$ cat config.mk
export PLATFORM = sky130hd
export DESIGN_NAME = jtdd_rom_arbiter
export DESIGN_NICKNAME = d
export VERILOG_FILES = /design/src/rtl/jtdd_rom_arbiter.sv
export SDC_FILE = /design/constraint.sdc
export NUM_CORES = 1
export LEC_CHECK = 0
export ABC_AREA = 1
export CAP_MARGIN = 5
export CORE_MARGIN = 10
export CORE_UTILIZATION = 50
export CTS_BUF_LIST = sky130_fd_sc_hd__clkbuf_16
export CTS_CLUSTER_DIAMETER = 120
export DETAILED_ROUTE_END_ITERATION = 12
export DONT_BUFFER_PORTS = 1
export HOLD_SLACK_MARGIN = 0.12
export PLACE_DENSITY = 0.7
export SKIP_LAST_GASP = 1
export SLEW_MARGIN = 25
export SYNTH_ARGS = -nofsm -noshare
export SYNTH_HDL_FRONTEND = slang
export SYNTH_SLANG_ARGS = --single-unit
$ cat constraint.sdc
create_clock -name clk -period 20.2 [get_ports clk]
set_clock_uncertainty 0.15 [all_clocks]
set_input_delay 6.06 -clock clk [delete_from_list [all_inputs] [get_ports clk]]
set_output_delay 6.06 -clock clk [all_outputs]
set_load 0.03 [all_outputs]
$ cat src/rtl/jtdd_rom_arbiter.sv
// Multi-slot SDRAM ROM arbiter: one 32-bit cached line per slot, misses served one at a time.
// Define JTDD_ROMARB_RR_EN for round-robin arbitration; otherwise fixed priority, slot 0 highest.
module jtdd_rom_arbiter #(
    parameter int unsigned         SLOTS   = 4,
    parameter int unsigned         AW      = 18,
    parameter int unsigned         DW      = 8,
    parameter logic [SLOTS*22-1:0] OFFSETS = '0
) (
    input  logic                  clk,
    input  logic                  rstb,
    input  logic                  downloading,
    input  logic [SLOTS-1:0]      slot_cs,
    input  logic [SLOTS*AW-1:0]   slot_addr,
    output logic [SLOTS-1:0]      slot_ok,
    output logic [SLOTS*DW-1:0]   slot_dout,
    output logic                  sdram_req,
    input  logic                  sdram_ack,
    output logic [21:0]           sdram_addr,
    input  logic [31:0]           data_read,
    input  logic                  data_dst,
    input  logic                  data_rdy
);
    localparam int unsigned SW = (DW == 8) ? 2 : 1;
    localparam int unsigned TW = AW - SW;
    localparam int unsigned GW = (SLOTS > 1) ? $clog2(SLOTS) : 1;

    typedef enum logic [1:0] {StIdle, StReq, StWait} state_e;

    state_e           state_q, state_d;
    logic [31:0]      line_q [SLOTS];
    logic [TW-1:0]    tag_q  [SLOTS];
    logic [SLOTS-1:0] valid_q, valid_d;
    logic [GW-1:0]    gnt_q, gnt_d;
    logic [TW-1:0]    ltag_q, ltag_d;
    logic [21:0]      addr_q, addr_d;
    logic             fill;

    logic [TW-1:0]    req_tag  [SLOTS];
    logic [21:0]      req_addr [SLOTS];
    logic [SLOTS-1:0] hit, pending;
    logic [GW-1:0]    sel;
    logic             sel_vld;
    logic             unused_dst;

    assign unused_dst = data_dst;

    for (genvar i = 0; i < SLOTS; i++) begin : g_slot
        logic [AW-1:0] a;
        logic [SW-1:0] part;
        logic [4:0]    bit_off;
        assign a           = slot_addr[i*AW +: AW];
        assign part        = a[SW-1:0];
        assign bit_off     = 5'(part) << $clog2(DW);
        assign req_tag[i]  = a[AW-1:SW];
        assign req_addr[i] = OFFSETS[i*22 +: 22] + 22'({req_tag[i], 1'b0});
        assign hit[i]      = valid_q[i] && (tag_q[i] == req_tag[i]);
        assign slot_ok[i]  = slot_cs[i] & hit[i];
        assign pending[i]  = slot_cs[i] & ~hit[i];
        assign slot_dout[i*DW +: DW] = line_q[i][bit_off +: DW];
    end

`ifdef JTDD_ROMARB_RR_EN
    logic [GW-1:0] ptr_q;
    int            rr_idx;

    always_comb begin
        sel     = '0;
        sel_vld = 1'b0;
        rr_idx  = 0;
        for (int k = 0; k < int'(SLOTS); k++) begin
            rr_idx = int'(ptr_q) + k;
            if (rr_idx >= int'(SLOTS)) rr_idx = rr_idx - int'(SLOTS);
            if (!sel_vld && pending[rr_idx]) begin
                sel     = GW'(rr_idx);
                sel_vld = 1'b1;
            end
        end
    end

    // Pointer moves only on an issued grant, to the slot after it
    always_ff @(posedge clk) begin
        if (!rstb) begin
            ptr_q <= '0;
        end else if (state_q == StIdle && sel_vld && !downloading) begin
            ptr_q <= (int'(sel) == int'(SLOTS) - 1) ? '0 : sel + 1'b1;
        end
    end
`else
    always_comb begin
        sel     = '0;
        sel_vld = 1'b0;
        for (int k = int'(SLOTS) - 1; k >= 0; k--) begin
            if (pending[k]) begin
                sel     = GW'(k);
                sel_vld = 1'b1;
            end
        end
    end
`endif

    always_ff @(posedge clk) begin
        if (!rstb) begin
            state_q <= StIdle;
            valid_q <= '0;
            gnt_q   <= '0;
            ltag_q  <= '0;
            addr_q  <= '0;
            for (int i = 0; i < int'(SLOTS); i++) begin
                line_q[i] <= '0;
                tag_q[i]  <= '0;
            end
        end else begin
            state_q <= state_d;
            valid_q <= valid_d;
            gnt_q   <= gnt_d;
            ltag_q  <= ltag_d;
            addr_q  <= addr_d;
            if (fill) begin
                line_q[gnt_q] <= data_read;
                tag_q[gnt_q]  <= ltag_q;
            end
        end
    end

    always_comb begin
        state_d = state_q;
        valid_d = valid_q;
        gnt_d   = gnt_q;
        ltag_d  = ltag_q;
        addr_d  = addr_q;
        fill    = 1'b0;
        if (downloading) begin
            state_d = StIdle;
            valid_d = '0;
        end else begin
            unique case (state_q)
                StIdle: begin
                    if (sel_vld) begin
                        gnt_d   = sel;
                        ltag_d  = req_tag[sel];
                        addr_d  = req_addr[sel];
                        state_d = StReq;
                    end
                end
                StReq: begin
                    if (sdram_ack) state_d = StWait;
                end
                StWait: begin
                    // Fill with the latched tag even if the slot address moved meanwhile
                    if (data_rdy) begin
                        fill           = 1'b1;
                        valid_d[gnt_q] = 1'b1;
                        state_d        = StIdle;
                    end
                end
                default: state_d = StIdle;
            endcase
        end
    end

    always_comb begin
        sdram_req  = (state_q == StReq);
        sdram_addr = addr_q;
    end

endmodule

==> out/qor.csv, run 1 <==
metric,value,unit
clock-sinks,216,
cp_slowest_cell,nor4b_2,
grt_usage,0.229,
multi_input_area,3720,um^2
nNetsFinal,1362,
min_path_type,reg2reg,
wl_met1,11900,um
routed_wl,33800,um
routabilityCongestion,0.930,
cts_max_level,1,
fill_cells,2000,
crit_chain,"inv_1, or2_1, nand2_1, nor3b_1, nand4_1, nor4b_2",
maxCapViolations,0,
routed.top_layer,met4,
yosysSeqAreaShare,0.571,
yosysWarnings,0,
layout_min_cycle_time,13.71,ns
synth_top_area_frac,0.527,
synth_top_area_cell,edfxtp_1,
grt_pass1_wl,50000,um
ys_async_sr_fraction,0,
cts_buffers,24,
drive_gt1_frac,0.0592,
avgSynthCellArea,8.69,um^2
wl_met3,3660,um
peakVddDrop,72.8,uV
synth_area_leaders,"edfxtp_1 (53%), nor2_1 (8.8%), inv_1 (6.9%)",
core,21700,um^2
die_h,168,um
critPathKind,in2out,
die_area,28200,um^2
antenna_found_initial,4,
clk_latency,0.52,ns
dp_hpwl,24800,um
rows,54,
final-hold-violation-count,0,
critPathBufInv,1,
cts_resized,0,
root_buffer,clkbuf_16,
antenna_left,0,
route.detailed.drc,0,
fin_setup_tns,0,ns
synth_edf_count,192,
setup_viol,0,
synth_cells,1260,
grt_pass1_vias,8545,
cts_hold_buffers,0,
vias,8681,
p_leak,4.96,nW
crit_family,simple AND/OR/NAND/NOR gates,
dr.pass1.iters,5,
end_kind,output pin,
synthDistinctLibCells,38,
power_density,87.7,nW/um^2
report.final.slew_viol_count,0,
synth_flop_cell,edfxtp_1,
ff_latch_area,6250,um^2
ioPinCount,173,
die_x,168,um
worst-path-max-fanout,3,
vias_per_cell,5.60,
rsz0062_at_grt,no,
critPathLaunchType,input pin,
max_stage_delay,0.81,ns
start_util,0.505,
synth_area,10900,um^2
wl_met2,16800,um
fmax,73.0,MHz
post_cts_buffers,0,
post_drt_wl_per_cell,21.8,um
drtIter0Drc,747,
period_share,0.678,
place_area,11200,um^2
required,13.99,ns
worstMarginPinSlew,0.968,ns
status,"complete, no violations",
grt_overflow,0,
path_clk_slew,0.06,ns
synthToLayoutAreaGrowth,9.10,%
cts_tree,built,
regToRegSetupSlack,17.03,ns
synth_seq_cells,216,
clk_path_buf_depth,3,
relSlewSlack,0.354,
crit_arrival,7.50,ns
grt_max_degree,70,
io_buffer_count,0,
design_area,11900,um^2
[placed cells by master (no fill, tap or decap), types with 2 or more instances in the layout]
cell type	n
a211oi_1	2
a21oi_1	25
and3_1	3
buf_4	5
bufinv_16	2
clkbuf_16	25
clkinv_1	8
clkinv_2	3
clkinvlp_4	2
conb_1	6
dfxtp_1	24
diode_2	3
edfxtp_1	192
inv_1	205
inv_2	12
nand2_1	180
nand2_2	3
nand2_4	5
nand3_1	87
nand3_2	9
nand3b_1	2
nand4_1	24
nor2_1	256
nor3_1	38
nor3b_1	2
nor4_1	3
o2111ai_1	5
o21ai_0	70
o21ai_4	2
o22ai_1	32
or2_1	8
xnor2_1	16
[kinds of logic after synthesis]
| group | Yosys count | share of synthesized area |
|---|---|---|
| AND/OR/NAND/NOR | 624 | 0.250 |
| buffers and inverters | 263 | 0.0954 |
| flip-flops | 216 | 0.571 |
| AO/OA/AOI/OAI | 139 | 0.0700 |
| XOR/XNOR | 17 | 0.0136 |
| other | 1 | 0.000343 |
[state kept, by name (all words and copies together), names as in the netlist]
register  count
gnt_q         2
tag_q        64
valid_q       4
ltag_q       16
line_q      128
state_q       2
[synthesized netlist by cell type, types with 9 or more instances]
master,n
inv_2,12
nand2_1,182
xnor2_1,16
nand3_2,9
a21oi_1,25
inv_1,202
dfxtp_1,24
nor3_1,38
nand4_1,24
o22ai_1,32
clkbuf_1,28
nand3_1,87
o21ai_0,72
edfxtp_1,192
nor2_1,256
[worst reg2reg max path, delay by kind of cell, from the launching register on]
family / cells / cell delay [ns]
xor+xnor: 1 / 0.29
buf+inv: 1 / 0.04
flops: 1 / 0.42
simple gates: 11 / 2.21
[power by group]
part	internal, mW	switching [mW]
Combinational	0.0239	0.0772
Sequential	0.501	0.0141
Clock	0.250	0.181
Total	0.775	0.273
[path summary, 6_finish.rpt]
kind	to	cells after the start	start
setup reg to reg	ltag_q[5]	13	tag_q[2][14]
hold reg to reg	valid_q[2]	2	valid_q[2]
hold / removal	valid_q[2]	2	valid_q[2]
setup / recovery	slot_ok[1]	6	slot_addr[27]
[routing by layer]
metal	track usage	vias to the layer above
met5	0	-
met4	0.0942	0
met3	0.0754	78
met2	0.401	363
met1	0.250	4135
li1	-	4105
[cell type report]
type / count / area share
diodes: 3 / 0.000629
clock buffers: 25 / 0.0524
clock inverters: 19 / 0.0124
inverters: 215 / 0.0678
multi-input cells: 786 / 0.311
flip-flops and latches: 216 / 0.523
well taps: 280 / 0.0293
repair buffers: 5 / 0.00314
[stage by stage]
step / hold WS (ns) / setup slack [ns] / util / power (mW) / std cells
after floorplan: 0.301 / 6.39 / - / 0.600 / 1265
after global placement: 0.315 / 6.55 / 0.514 / 0.625 / 1502
after detailed placement: 0.332 / 6.55 / 0.514 / 0.626 / 1502
after CTS: 0.340 / 6.55 / 0.550 / 1.05 / 1546
after global routing: 0.356 / 6.42 / 0.550 / 1.08 / 1546
final: 0.342 / 6.49 / 0.551 / 1.05 / 1549
Note: power is estimated with default switching activity, not from simulation.
==> run 2, diff against run 1 <==
--- a/config.mk
+++ b/config.mk
@@ -14,7 +14,7 @@
 export DETAILED_ROUTE_END_ITERATION = 12
 export DONT_BUFFER_PORTS = 1
 export HOLD_SLACK_MARGIN = 0.12
-export PLACE_DENSITY = 0.7
+export PLACE_DENSITY = 0.73
 export SKIP_LAST_GASP = 1
 export SLEW_MARGIN = 25
 export SYNTH_ARGS = -nofsm -noshare
==> constraint.sdc (replaced) <==
create_clock -name clk -period 12 [get_ports clk]
set_clock_uncertainty 0.15 [all_clocks]
set_input_delay 3.6 -clock clk [delete_from_list [all_inputs] [get_ports clk]]
set_output_delay 3.6 -clock clk [all_outputs]
set_load 0.03 [all_outputs]
==> run 2 against run 1 <==
  * Clock power rose by 62%
  * Flip-flop and latch count unchanged
  * Non-clock buffer count is the same
  * Hold slack worse by 0.0095 ns
  * Critical path depth is 1 lower
  * Setup slack worse by 3.3 ns
  * Critical endpoint unchanged
==> out/qor.csv, run 2 (synthesis results as in run 1) <==
metric,value,unit
p_leak,4.96,nW
crit_family,simple AND/OR/NAND/NOR gates,
required,8.25,ns
routabilityCongestion,0.959,
hold_ws,0.333,ns
worst-path-max-fanout,2,
drtIter0Drc,727,
relSlewSlack,0.382,
ioPinCount,173,
die_h,168,um
report.final.slew_viol_count,0,
crit_chain,"xnor2_1, nand3_1, nor3_1, nand4_1, nor4b_2",
post_drt_wl_per_cell,21.5,um
route.detailed.drc,0,
grt_pass1_wl,48900,um
grt_max_degree,51,
routed_wl,33200,um
io_buffer_count,0,
peakVddDrop,126,uV
die_x,168,um
max_stage_delay,0.72,ns
end_kind,output pin,
cp_slowest_cell,nor4b_2,
cts_tree,built,
largest_reg_flops,128,
worstMarginPinSlew,0.925,ns
min_path_type,reg2reg,
clk_path_buf_depth,3,
largest_registers,"line_q x128, tag_q x64, ltag_q x16",
rows,54,
post_cts_buffers,0,
vias_per_cell,5.58,
maxCapViolations,0,
crit_arrival,5.01,ns
clk_latency,0.52,ns
dp_slack,3.24,ns
dp_hpwl,24700,um
critPathKind,in2out,
cts_max_level,1,
start_util,0.505,
dp.cells,1502,
layout_setup_ws,3.24,ns
synthToLayoutAreaGrowth,8.68,%
setup_viol,0,
nNetsFinal,1361,
final_util,0.549,
grt_usage,0.225,
power_density,146,nW/um^2
rsz0062_at_grt,no,
fin_cells,1545,
vias,8621,
cts_buffers,23,
die_area,28200,um^2
fin_setup_tns,0,ns
period_share,0.730,
drive_gt1_frac,0.0554,
core,21700,um^2
critPathBufInv,0,
clock-sinks,216,
critPathLaunchType,input pin,
antenna_left,0,
cts_resized,0,
grt_overflow,0,
layout_commonest_cell,nor2_1,
grt_pass1_vias,8371,
final-hold-violation-count,0,
status,"complete, no violations",
layout_min_cycle_time,8.76,ns
regMostFlops,line_q,
fmax,114,MHz
final_cell_mix,"nor2_1 (256), inv_1 (209), edfxtp_1 (192)",
cts_hold_buffers,0,
dr.pass1.iters,5,
path_clk_slew,0.06,ns
root_buffer,clkbuf_16,
antenna_found_initial,1,
[run 2: cell types whose count changed in the layout (fill, tap and decap cells not counted)]
cell | before | now
inv_1 | 205 | 209
clkbuf_16 | 25 | 23
clkinv_2 | 3 | 1
clkinvlp_4 | 2 | 0
diode_2 | 3 | 1
bufinv_16 | 2 | 3
clkinv_1 | 8 | 7
clkinv_8 | 1 | 0
inv_6 | 0 | 1
[run 2: power breakdown]
part / leakage, nW / total [mW] / internal [mW] / switching [mW]
registers: 2.18 / 0.868 / 0.844 / 0.0239
clock network: 0.383 / 0.697 / 0.411 / 0.286
logic: 2.40 / 0.170 / 0.0402 / 0.129
[run 2: worst paths after layout]
check / depth (start not counted) / to / start / slack (ns)
max: 5 / slot_ok[1] / slot_addr[28] / 3.24
min: 2 / valid_q[2] / valid_q[2] / 0.33
max reg2reg: 13 / ltag_q[0] / tag_q[2][14] / 8.89
min reg2reg: 2 / valid_q[2] / valid_q[2] / 0.33
[run 2: cell type report]
type	instances	area [um^2]
fillers	1959	9790
flip-flops and latches	216	6250
multi-input cells	786	3720
inverters	215	810
clock buffers	23	576
well taps	280	350
clock inverters	19	156
repair buffers	5	37.5
diodes	1	2.50
[run 2: layer usage]
metal / track usage / routed length (um) / vias to the layer above
met5: 0 / 0 / -
met4: 0.0814 / 1110 / 0
met3: 0.0759 / 3860 / 63
met2: 0.390 / 16400 / 422
met1: 0.251 / 11800 / 4037
li1: - / - / 4099
[run 2: worst reg2reg max path: stages (launching register included)]
cell and delay (ns):
edfxtp_1 0.42, xnor2_1 0.28, nand3b_1 0.11, nor2_1 0.11
nand3_1 0.07, nand2_1 0.15, nand2_1 0.09, nand2_2 0.51
nand2_2 0.52, nand2_1 0.29, nand3_1 0.15, nand3_1 0.10
nand2_1 0.05, inv_1 0.04
[run 2: metrics by stage]
step                      total power, mW  cell area (um^2)
after floorplan                      1.01             11000
after global placement               1.05             11200
after detailed placement             1.05             11200
after CTS                            1.74             11900
after global routing                 1.79             11900
final                                1.73             11900
==> run 3, diff against run 2 <==
==> constraint.sdc (replaced) <==
create_clock -name clk -period 7.9 [get_ports clk]
set_clock_uncertainty 0.15 [all_clocks]
set_input_delay 2.37 -clock clk [delete_from_list [all_inputs] [get_ports clk]]
set_output_delay 2.37 -clock clk [all_outputs]
set_load 0.03 [all_outputs]
==> run 3 against run 2 <==
  * Sequential power grew 52%
  * Final area is 0.21% lower
  * Routed wire length up 0.41%
  * Core utilization decreased by 0.12 points
  * Clock power rose by 46%
  * Critical endpoint unchanged
  * Combinational power up 53%
  * Critical path depth rose by 2
==> out/qor.csv, run 3 (synthesis results as in run 1) <==
metric,value,unit
start_util,0.505,
final-hold-violation-count,0,
rows,54,
cts_hold_buffers,0,
antenna_found_initial,1,
power,2.60,mW
hold_depth,2,
fill_cells,1968,
drive_gt1_frac,0.0570,
largest_registers,"line_q x128, tag_q x64, ltag_q x16",
grt_pass1_wl,49500,um
seq_power_share,0.508,
clk_path_buf_depth,3,
hold_path_end,valid_q[2],
min_path_type,reg2reg,
vias,8659,
ioPinCount,173,
post_drt_wl_per_cell,21.6,um
grt_usage,0.227,
cts_resized,0,
core,21700,um^2
rsz0062_at_grt,no,
worst-path-max-fanout,3,
dr.pass1.iters,7,
critPathLaunchType,input pin,
final_cell_mix,"nor2_1 (256), inv_1 (207), edfxtp_1 (192)",
root_buffer,clkbuf_16,
nNetsFinal,1361,
io_buffer_count,0,
p_sw,0.660,mW
regToRegSetupSlack,4.73,ns
min_from,valid_q[2],
vias_per_cell,5.61,
clock-sinks,216,
p_leak,4.94,nW
antenna_left,0,
largest_reg_flops,128,
route.detailed.drc,0,
dp_hpwl,24900,um
power_density,219,nW/um^2
die_area,28200,um^2
post_cts_buffers,0,
grt_overflow,0,
routabilityCongestion,0.949,
p_int,1.93,mW
critPathKind,in2out,
grt_pass1_vias,8438,
die_h,168,um
layout_commonest_cell,nor2_1,
layout_min_cycle_time,6.29,ns
worstMarginPinSlew,0.907,ns
cp_slowest_cell,nor4b_2,
relSlewSlack,0.394,
status,"complete, no violations",
r2r_start,tag_q[2][14],
period_share,0.797,
required,5.38,ns
swShare,0.254,
end_kind,output pin,
crit_chain,"inv_1, o21ai_0, inv_1, nand4_1, nor3_1, nand4_1, nor4b_2",
grt_max_degree,51,
drtIter0Drc,873,
maxCapViolations,0,
final_util,0.547,
p_clk_frac,0.392,
max_stage_delay,0.76,ns
fmax,159,MHz
crit_arrival,3.77,ns
die_x,168,um
routed_wl,33300,um
cts_max_level,1,
path_clk_slew,0.06,ns
cts_buffers,23,
fin_setup_tns,0,ns
peakVddDrop,196,uV
r2r_end,ltag_q[1],
report.final.slew_viol_count,0,
clk_latency,0.50,ns
regMostFlops,line_q,
cts_tree,built,
setup_viol,0,
reg2regPathDepth,13,
comb_power_share,0.100,
synthToLayoutAreaGrowth,8.45,%
[run 3: cell count changes in the layout (fill, tap and decap cells not counted)]
cell,before,now
clkinv_2,1,3
inv_6,1,0
clkinvlp_4,0,2
inv_1,209,207
bufinv_16,3,2
clkinv_1,7,6
[run 3: layout make-up]
cell class	count	area, um^2	area share
Sequential cell	216	6250	0.526
Multi-Input combinational cell	786	3720	0.313
Inverter	215	810	0.0682
Clock buffer	23	576	0.0485
Tap cell	280	350	0.0295
Clock inverter	18	131	0.0111
Timing Repair Buffer	5	37.5	0.00316
Antenna cell	1	2.50	0.000211
[run 3: through the flow]
| step | hold WS (ns) | instance area [um^2] | cells | setup WS (ns) |
|---|---|---|---|---|
| global route | 0.358 | 11900 | 1543 | 1.55 |
| finish | 0.329 | 11900 | 1544 | 1.61 |
| global placement | 0.314 | 11200 | 1502 | 1.60 |
| CTS | 0.330 | 11900 | 1543 | 1.62 |
| detailed placement | 0.322 | 11200 | 1502 | 1.60 |
| floorplan | 0.301 | 11000 | 1265 | 0.719 |
[run 3: power by group through the flow]
| stage | clock network, mW | logic [mW] | registers, mW |
|---|---|---|---|
| final | 1.02 | 0.260 | 1.32 |
| after global routing | 1.08 | 0.282 | 1.32 |
| after CTS | 1.03 | 0.258 | 1.32 |
| after detailed placement | 0 | 0.257 | 1.34 |
| after global placement | 0 | 0.253 | 1.34 |
| after floorplan | 0 | 0.196 | 1.34 |
[run 3: worst max path at each step]
stage / startpoint / to / slack, ns
after floorplan: data_rdy / line_q[2][0] / 0.72
after global placement: slot_addr[28] / slot_ok[1] / 1.60
after detailed placement: slot_addr[28] / slot_ok[1] / 1.60
after CTS: slot_addr[28] / slot_ok[1] / 1.62
after global routing: slot_addr[27] / slot_ok[1] / 1.55
final: slot_addr[33] / slot_ok[1] / 1.61
[run 3: per-layer routing]
layer	track usage	wire [um]	vias up	share of wire
li1	-	-	4106	-
met2	0.395	16600	403	0.50
met5	0	0	-	0
met1	0.255	11700	4082	0.35
met4	0.0825	1210	0	0.036
met3	0.0733	3890	68	0.12
[run 3: worst max-delay path: cells and delay by family]
kind	cells	cell delay [ns]
AO/OA/AOI/OAI	1	0.09
buffers and inverters	2	0.19
AND/OR/NAND/NOR	4	1.14
